--- config.mk ---
export PLATFORM = sky130hd
export DESIGN_NAME = cam_learn_ctrl
export DESIGN_NICKNAME = d
export VERILOG_FILES = /design/src/rtl/cam_pkg.sv /design/src/rtl/cam_alloc.sv /design/src/rtl/cam_learn_ctrl.sv
export SDC_FILE = /design/constraint.sdc
export NUM_CORES = 1
export LEC_CHECK = 0
export CORE_MARGIN = 2
export CORE_UTILIZATION = 40
export CTS_BUF_LIST = sky130_fd_sc_hd__clkbuf_8
export DETAILED_ROUTE_END_ITERATION = 8
export PLACE_DENSITY = 0.9
export SLEW_MARGIN = 25
export SYNTH_ARGS = -nofsm -noshare
export SYNTH_HDL_FRONTEND = slang
export SYNTH_HIERARCHICAL = 1
export SYNTH_SLANG_ARGS = --single-unit
--- constraint.sdc ---
create_clock -name clk -period 1.8 [get_ports clk]
set_input_delay 0.45 -clock clk [delete_from_list [all_inputs] [get_ports clk]]
set_output_delay 0.45 -clock clk [all_outputs]
set_load 0.02 [all_outputs]
--- src/rtl/cam_pkg.sv ---
// Shared types and default geometry for the CAM learn controller and the CAM.
package cam_pkg;

    localparam int CAM_DATA_WIDTH = 32;
    localparam int CAM_ADDR_WIDTH = 5;

    typedef enum logic [2:0] {
        ST_FLUSH,
        ST_IDLE,
        ST_LOOKUP,
        ST_LEARN,
        ST_RESP
    } state_t;

endpackage

--- src/rtl/cam_alloc.sv ---
// Round-robin allocation pointer and saturating count of learned entries.
module cam_alloc
    import cam_pkg::*;
#(
    parameter int ADDR_WIDTH = CAM_ADDR_WIDTH
) (
    input  logic                  clk,
    input  logic                  reset,
    input  logic                  clear,
    input  logic                  advance,
    output logic [ADDR_WIDTH-1:0] alloc_ptr,
    output logic [ADDR_WIDTH:0]   learn_count
);

    // The top bit of learn_count alone marks a full table.
    always_ff @(posedge clk) begin
        if (reset || clear) begin
            alloc_ptr   <= '0;
            learn_count <= '0;
        end else if (advance) begin
            alloc_ptr <= alloc_ptr + 1'b1;
            if (!learn_count[ADDR_WIDTH])
                learn_count <= learn_count + 1'b1;
        end
    end

endmodule

--- src/rtl/cam_learn_ctrl.sv ---
// Lookup/learn/flush sequencer driving an external CAM's write and search ports.
module cam_learn_ctrl
    import cam_pkg::*;
#(
    parameter int DATA_WIDTH = CAM_DATA_WIDTH,
    parameter int ADDR_WIDTH = CAM_ADDR_WIDTH
) (
    input  logic                  clk,
    input  logic                  reset,
    input  logic                  req_valid,
    output logic                  req_ready,
    input  logic [DATA_WIDTH-1:0] req_key,
    input  logic                  req_learn,
    input  logic                  flush,
    output logic                  rsp_valid,
    input  logic                  rsp_ready,
    output logic                  rsp_hit,
    output logic                  rsp_learned,
    output logic [ADDR_WIDTH-1:0] rsp_addr,
    output logic                  cam_we,
    output logic [ADDR_WIDTH-1:0] cam_addr,
    output logic [DATA_WIDTH-1:0] cam_data,
    output logic                  cam_valid,
    output logic [DATA_WIDTH-1:0] lookup_data,
    input  logic                  lookup_hit,
    input  logic [ADDR_WIDTH-1:0] lookup_addr,
    output logic [ADDR_WIDTH:0]   learn_count
);

    state_t state, state_nx;

    logic [DATA_WIDTH-1:0] key_q;
    logic                  learn_q;
    logic                  flush_pend;
    logic [ADDR_WIDTH-1:0] flush_idx;
    logic                  hit_q;
    logic                  learned_q;
    logic [ADDR_WIDTH-1:0] addr_q;
    logic [ADDR_WIDTH-1:0] alloc_ptr;
    logic [ADDR_WIDTH:0]   count;
    logic                  flush_go;
    logic                  flush_done;
    logic                  accept;

    assign flush_go   = flush | flush_pend;
    assign flush_done = (state == ST_FLUSH) && (&flush_idx);
    assign accept     = (state == ST_IDLE) && !flush_go && req_valid;

    cam_alloc #(
        .ADDR_WIDTH(ADDR_WIDTH)
    ) u_alloc (
        .clk        (clk),
        .reset      (reset),
        .clear      (flush_done),
        .advance    (state == ST_LEARN),
        .alloc_ptr  (alloc_ptr),
        .learn_count(count)
    );

    always_comb begin
        state_nx = state;
        unique case (state)
            ST_FLUSH:  if (&flush_idx) state_nx = ST_IDLE;
            ST_IDLE: begin
                if (flush_go)       state_nx = ST_FLUSH;
                else if (req_valid) state_nx = ST_LOOKUP;
            end
            ST_LOOKUP: begin
                if (!lookup_hit && learn_q) state_nx = ST_LEARN;
                else                        state_nx = ST_RESP;
            end
            ST_LEARN:  state_nx = ST_RESP;
            ST_RESP:   if (rsp_ready) state_nx = ST_IDLE;
            default:   state_nx = ST_FLUSH;
        endcase
    end

    // Every output is forced low while reset is held.
    always_comb begin
        req_ready   = 1'b0;
        rsp_valid   = 1'b0;
        rsp_hit     = 1'b0;
        rsp_learned = 1'b0;
        rsp_addr    = '0;
        cam_we      = 1'b0;
        cam_addr    = '0;
        cam_data    = '0;
        cam_valid   = 1'b0;
        lookup_data = '0;
        learn_count = '0;
        if (!reset) begin
            lookup_data = key_q;
            learn_count = count;
            rsp_hit     = hit_q;
            rsp_learned = learned_q;
            rsp_addr    = addr_q;
            unique case (state)
                ST_IDLE:  req_ready = 1'b1;
                ST_FLUSH: begin
                    cam_we   = 1'b1;
                    cam_addr = flush_idx;
                end
                ST_LEARN: begin
                    cam_we    = 1'b1;
                    cam_valid = 1'b1;
                    cam_addr  = alloc_ptr;
                    cam_data  = key_q;
                end
                ST_RESP:  rsp_valid = 1'b1;
                default:  ;
            endcase
        end
    end

    always_ff @(posedge clk) begin
        if (reset) begin
            state      <= ST_FLUSH;
            key_q      <= '0;
            learn_q    <= 1'b0;
            flush_pend <= 1'b0;
            flush_idx  <= '0;
            hit_q      <= 1'b0;
            learned_q  <= 1'b0;
            addr_q     <= '0;
        end else begin
            state <= state_nx;
            if (flush && state != ST_IDLE)
                flush_pend <= 1'b1;
            if (state == ST_FLUSH) begin
                flush_idx <= flush_idx + 1'b1;
                if (&flush_idx)
                    flush_pend <= 1'b0;
            end
            if (accept) begin
                key_q   <= req_key;
                learn_q <= req_learn;
            end
            if (state == ST_LOOKUP) begin
                hit_q     <= lookup_hit;
                learned_q <= 1'b0;
                addr_q    <= lookup_hit ? lookup_addr : '0;
            end
            if (state == ST_LEARN) begin
                hit_q     <= 1'b0;
                learned_q <= 1'b1;
                addr_q    <= alloc_ptr;
            end
        end
    end

endmodule
; ---- Yosys cells after proc, flatten, opt, wreduce, memory -nomap -nowiden
; Index checks and enable logic that the tools add are counted.
; Widths: inputs -> output; s select.
[classes]
muxes = 32
reduce_logical = 15
addsub = 3
bitwise_logic = 2
eq_ne = 8
[op_table]
columns = operator, count
row1 = $mux 32, 3
row2 = $mux 5, 5
row3 = $mux 1, 15
row4 = $mux 3, 5
row5 = $pmux 3 s5, 1
row6 = $mux 6, 2
row7 = $add 5x1->5 const B, 2
row8 = $pmux 5 s2, 1
row9 = $add 6x1->6 const B, 1
row10 = $eq 3x2->1 const B, 2
row11 = $logic_and 1x1->1, 5
row12 = $reduce_and 5->1, 1
row13 = $reduce_or 2->1, 2
row14 = $eq 3x1->1 const B, 1
row15 = $eq 3x3->1 const B, 1
row16 = $logic_not 3->1, 1
row17 = $ne 3x1->1 const B, 1
row18 = $ne 3x3->1 const B, 1
row19 = $reduce_and 3->1, 1
row20 = $logic_not 1->1, 2
row21 = $ne 2x1->1 const B, 1
row22 = $ne 2x2->1 const B, 1
row23 = $reduce_and 2->1, 1
row24 = $reduce_bool 2->1, 1
row25 = other kinds (3), 3
[word_totals]
regBits = 60
output_inout_bits = 86
word_cells = 71

; ---- Logic depth before layout (Yosys ltp)
[logic_depth]
depth_word = 5
mapped_depth = 8
depth_no_buf = 6

; ---- Hierarchy
; The synthesis kept the hierarchy.
[by_module_without_submodules]
columns = module, instances, area_per_inst_um2, cells_per_inst, seq_area_each_um2
row1 = cam_learn_ctrl, 1, 2656.3, 294, 980.9
row2 = cam_alloc, 1, 481.7, 51, 220.2

; ---- Worst setup path after synthesis
; No wires, ideal clock.
[synth_timing]
path_kind = input -> output
from = input port reset
to = output port cam_addr[0]
stages = 4
t_required_ns = 1.350
path_buffers = 3
t_arrival_ns = 1.506
path_slack_ns = -0.156
path_cell_list = clkbuf_1 > buf_2 > buf_1 > nor3_1
[synth_via]
elab_chain_len = 1
[synth_rtl]
columns = item, line_no
row1 = from (decl), cam_learn_ctrl.sv:9  ; input logic reset,
row2 = $mux 5, cam_learn_ctrl.sv:91  ; if (!reset) begin
row3 = to (decl), cam_learn_ctrl.sv:21  ; output logic [ADDR_WIDTH-1:0] cam_addr,
; Every way passes these cells.

; ---- Worst setup path in the final report
[layout_timing]
from = register state[1]
to = output port cam_data[10]
[layout_via]
elab_chain_len = 3
[layout_rtl]
columns = item, line_no
row1 = from (decl), cam_learn_ctrl.sv:30  ; state_t state, state_nx;
row2 = from (signal assigned), cam_learn_ctrl.sv:126  ; state <= state_nx;
row3 = $eq 3x2->1, cam_learn_ctrl.sv:97  ; unique case (state)
row4 = $mux 32, cam_learn_ctrl.sv:97
row5 = $mux 32, cam_learn_ctrl.sv:91
row6 = to (decl), cam_learn_ctrl.sv:22  ; output logic [DATA_WIDTH-1:0] cam_data,
; Every way passes these cells.

==> impl_metrics.ini <==
[power]
power_frac_comb_pct = 7.8
power_switching_share_pct = 21.9
power_per_cell_area_nw_per_um2 = 564
net-switching-power_mw = 0.639
total_internal_power_mw = 2.28
clkPwrFrac_pct = 46.3
p_seq_share_pct = 45.9
worst_ir_drop_vdd_v = 0.000464
leakagePower_nw = 2.39
p_total_mw = 2.92

[clock_tree]
clock_network_latency_to_the_later_pin_of_the_worst_skew_pair_ns = 0.34
clk_transition_reported_paths_ns = 0.07
cts_max_path_buffers = 2
tritoncts = built
cts-htree-levels = 3
numClockSinks = 60
tritoncts.num_buffers = 9
clk_root_buffer_cell = sky130_fd_sc_hd__clkbuf_8

[cells_and_area]
area_growth_syn_to_layout_pct = 64.7
stdcell_count = 620
finish.net_count = 561
insertedDiodeCount = 0
drive_gt1_share_pct = 42.5

[critical_path]
crit-reg2reg-launch = state[2]
critical_path.endpoint_type = primary output
reg2reg_slack_ns = 0.02
criticalPathCategory = reg -> out
timing.rr.end = key_q[13]
cp_data_required_time_ns = 1.35
timing.critical_path.fanout_max = 7
start_kind = register
worst_r2r_path_depth = 6
crit_arrival_ns = 1.57

[timing]
report.final.hold_viol_count = 0
tightestPinTransition_ns = 0.409
fmax_mhz = 494
report.final.setup_viol = 39
final.period_utilization_pct = 112
finClkSkew_ns = 0.00605
finalWorstPathRequiredPeriod_ns = 2.02
relSlewSlack_pct = 72.7
report.final.slew_viol_count = 0
grt_setup_unrepaired = true
tns_ns = -5.76
postLayoutSetupSlackWorst_ns = -0.224
holdWs_ns = 0.458

[route]
topRoutingLayerUsed = met4
first_iter_violations = 106
routed_wire_per_std_cell_um = 15.8
route.met2.wl_um = 5000
detail-route-antenna-nets = 0
detail_route.drc_violations = 0
drt-met1-wl_um = 3730
drt_wl_total_um = 9770
num_vias = 3084
met3_wire_length_um = 810
drt-vias-per-instance = 4.97
first_pass_iteration_count_of_the_detailed_router = 4

[yosys]
ys.flop_type = sky130_fd_sc_hd__dfxtp_1
syn_area_per_cell_sq_um = 9.10
postSynthRegisterBits = 60
syn_area_sq_um = 3140
ys_async_sr_fraction_pct = 0
synth.mux.area_fraction_pct = 12.4
mapped_nets = 393
yosysUniqueCellTypes = 41
netlist_instances = 345
combinational_family_with_the_most_area_after_synthesis = simple AND/OR/NAND/NOR gates
synthAdderAreaFrac_pct = 1.59
synth-xor-area-share_pct = 2.23
number_of_warnings_printed_during_yosys_synthesis = 6
edff_count_synth = 0
synth_sequential_area_ratio_pct = 38.3
synth_compound_area_share_pct = 6.90
synth_simple_gate_area_share_pct = 34.3

[floorplanning]
number_of_standard_cell_rows_in_the_floorplan = 32
start_util_pct = 41.0
core_area_sq_um = 7650
io_pins = 130
die_h_um = 92.6
die_outline_width_um = 92.6
die_area_sq_um = 8570

[place]
dp_cells = 586
portBuffers = 129
gp_routability_congestion = 0.877
pre_cts_slack_ns = -0.513
place.detailed.hpwl_um = 6470

[run]
max_cap_violations = 0

[global_routing]
grt_pass1_vias = 3221
grt.overflow.total = 0
grt_util_all_layers_pct = 22.4
grt_first_pass_wirelength_um = 15200
grt_start_max_net_pins = 36
grt_antenna_before_repair = 0

[outcome]
run_status = finished with violations
violated_checks = setup timing

[hold_path]
timing.hold.worst.start = hit_q
hold_path.class = reg -> reg
holdPathStages = 2
holdPathEnd = hit_q
[stage by stage]
stage	util, %	cell area (sq um)
4_1_cts	65.1	4980
6_report	67.6	5170
2_1_floorplan	-	3160
5_1_grt	67.6	5170
3_5_place_dp	61.8	4730
3_3_place_gp	61.8	4730
[state kept, by name (all words and copies together) (netlist names)]
register / count
key_q: 32
u_alloc/learn_count: 6
addr_q: 5
flush_idx: 5
u_alloc/alloc_ptr: 5
state: 3
flush_pend: 1
hit_q: 1
learn_q: 1
learned_q: 1
[cells by family after synthesis]
logic type,count (synthesis)
simple gates,181
flops,60
mux,35
compound gates,33
buf+inv,24
xor+xnor,8
fa+ha+maj,4
[power by group through the flow]
stage / Combinational (mW) / Sequential (mW) / Clock (mW)
floorplan: 0.0869 / 1.37 / 0
global placement: 0.212 / 1.37 / 0
detailed placement: 0.217 / 1.37 / 0
CTS: 0.217 / 1.34 / 1.37
global route: 0.249 / 1.34 / 1.43
finish: 0.228 / 1.34 / 1.35
[worst max-delay path: stages, from the launching register on]
cell	delay, ns
sky130_fd_sc_hd__dfxtp_4	0.42
sky130_fd_sc_hd__nand2b_4	0.08
sky130_fd_sc_hd__nor2_4	0.14
sky130_fd_sc_hd__buf_6	0.14
sky130_fd_sc_hd__buf_12	0.11
sky130_fd_sc_hd__buf_6	0.09
sky130_fd_sc_hd__and2_4	0.14
sky130_fd_sc_hd__buf_6	0.11
[how the worst max path moves through the flow]
| stage | start | to | slack, ns | cells past startpoint |
|---|---|---|---|---|
| after floorplan | reset | cam_addr[0] | -0.16 | 4 |
| after global placement | reset | cam_data[4] | -0.47 | 6 |
| after detailed placement | reset | cam_data[29] | -0.51 | 6 |
| after CTS | state[2] | cam_data[28] | -0.24 | 6 |
| after global routing | state[1] | cam_data[10] | -0.28 | 7 |
| final | state[1] | cam_data[10] | -0.22 | 7 |
[routing by layer]
metal	vias to the layer above	global-route usage (%)
met1	1448	24.7
met2	131	39.9
met3	19	6.75
met4	0	8.96
met5	-	0
li1	1486	-
[placed cells by master, fill, tap and decap left out, drive strengths merged, types with 3 or more instances in the layout]
cell type | netlist | final
buf | 11 | 122
nor2b | 80 | 80
dfxtp | 60 | 60
clkdlybuf4s50 | 0 | 41
and2 | 35 | 35
mux2 | 32 | 32
nor2 | 23 | 23
nand2 | 12 | 12
clkbuf | 12 | 12
dlygate4sd2 | 0 | 10
a21oi | 8 | 8
o21ai | 8 | 8
nor3 | 8 | 8
nand2b | 6 | 6
a221oi | 5 | 5
a22oi | 5 | 5
xnor2 | 4 | 4
ha | 4 | 4
xor2 | 4 | 4
or3 | 4 | 4
clkdlybuf4s15 | 0 | 4
mux2i | 3 | 3
clkinv | 0 | 3
nand4 | 3 | 3
[timing repair]
item,CTS,global route
setup endpoints to repair,86,93
endpoints found under the hold margin,0,0
setup buffers,5,10
gates cloned,3,2
hold buffers,0,0
pin swaps,13,16
resized for setup,405,40
[area by class of cell]
type / instances / area (sq um)
Sequential cell: 60 / 1210
Inverter: 1 / 3.75
Multi-Input combinational cell: 261 / 1950
Clock inverter: 6 / 78.8
Fill cell: 598 / 2480
Tap cell: 102 / 128
Timing Repair Buffer: 180 / 1660
Clock buffer: 10 / 138
[cells in the mapped netlist (all sizes together), types with 2 or more instances]
cell type / instances / share of area (%)
nand2b: 6 / 1.3
xnor2: 4 / 1.1
mux2: 32 / 11
o21a: 2 / 0.48
nor3: 8 / 1.3
a21oi: 8 / 1.3
mux2i: 3 / 0.96
ha: 4 / 1.6
nor2: 23 / 2.8
and3: 2 / 0.40
or3: 4 / 0.96
a221oi: 5 / 1.4
nand4: 3 / 0.60
a22oi: 5 / 1.2
xor2: 4 / 1.1
nand3: 2 / 0.32
dfxtp: 60 / 38
nor2b: 80 / 16
o21ai: 8 / 1.3
buf: 11 / 2.7
nand2: 12 / 1.4
clkbuf: 12 / 1.4
and2: 35 / 7.0
Note: power is estimated with default switching activity, not from simulation.
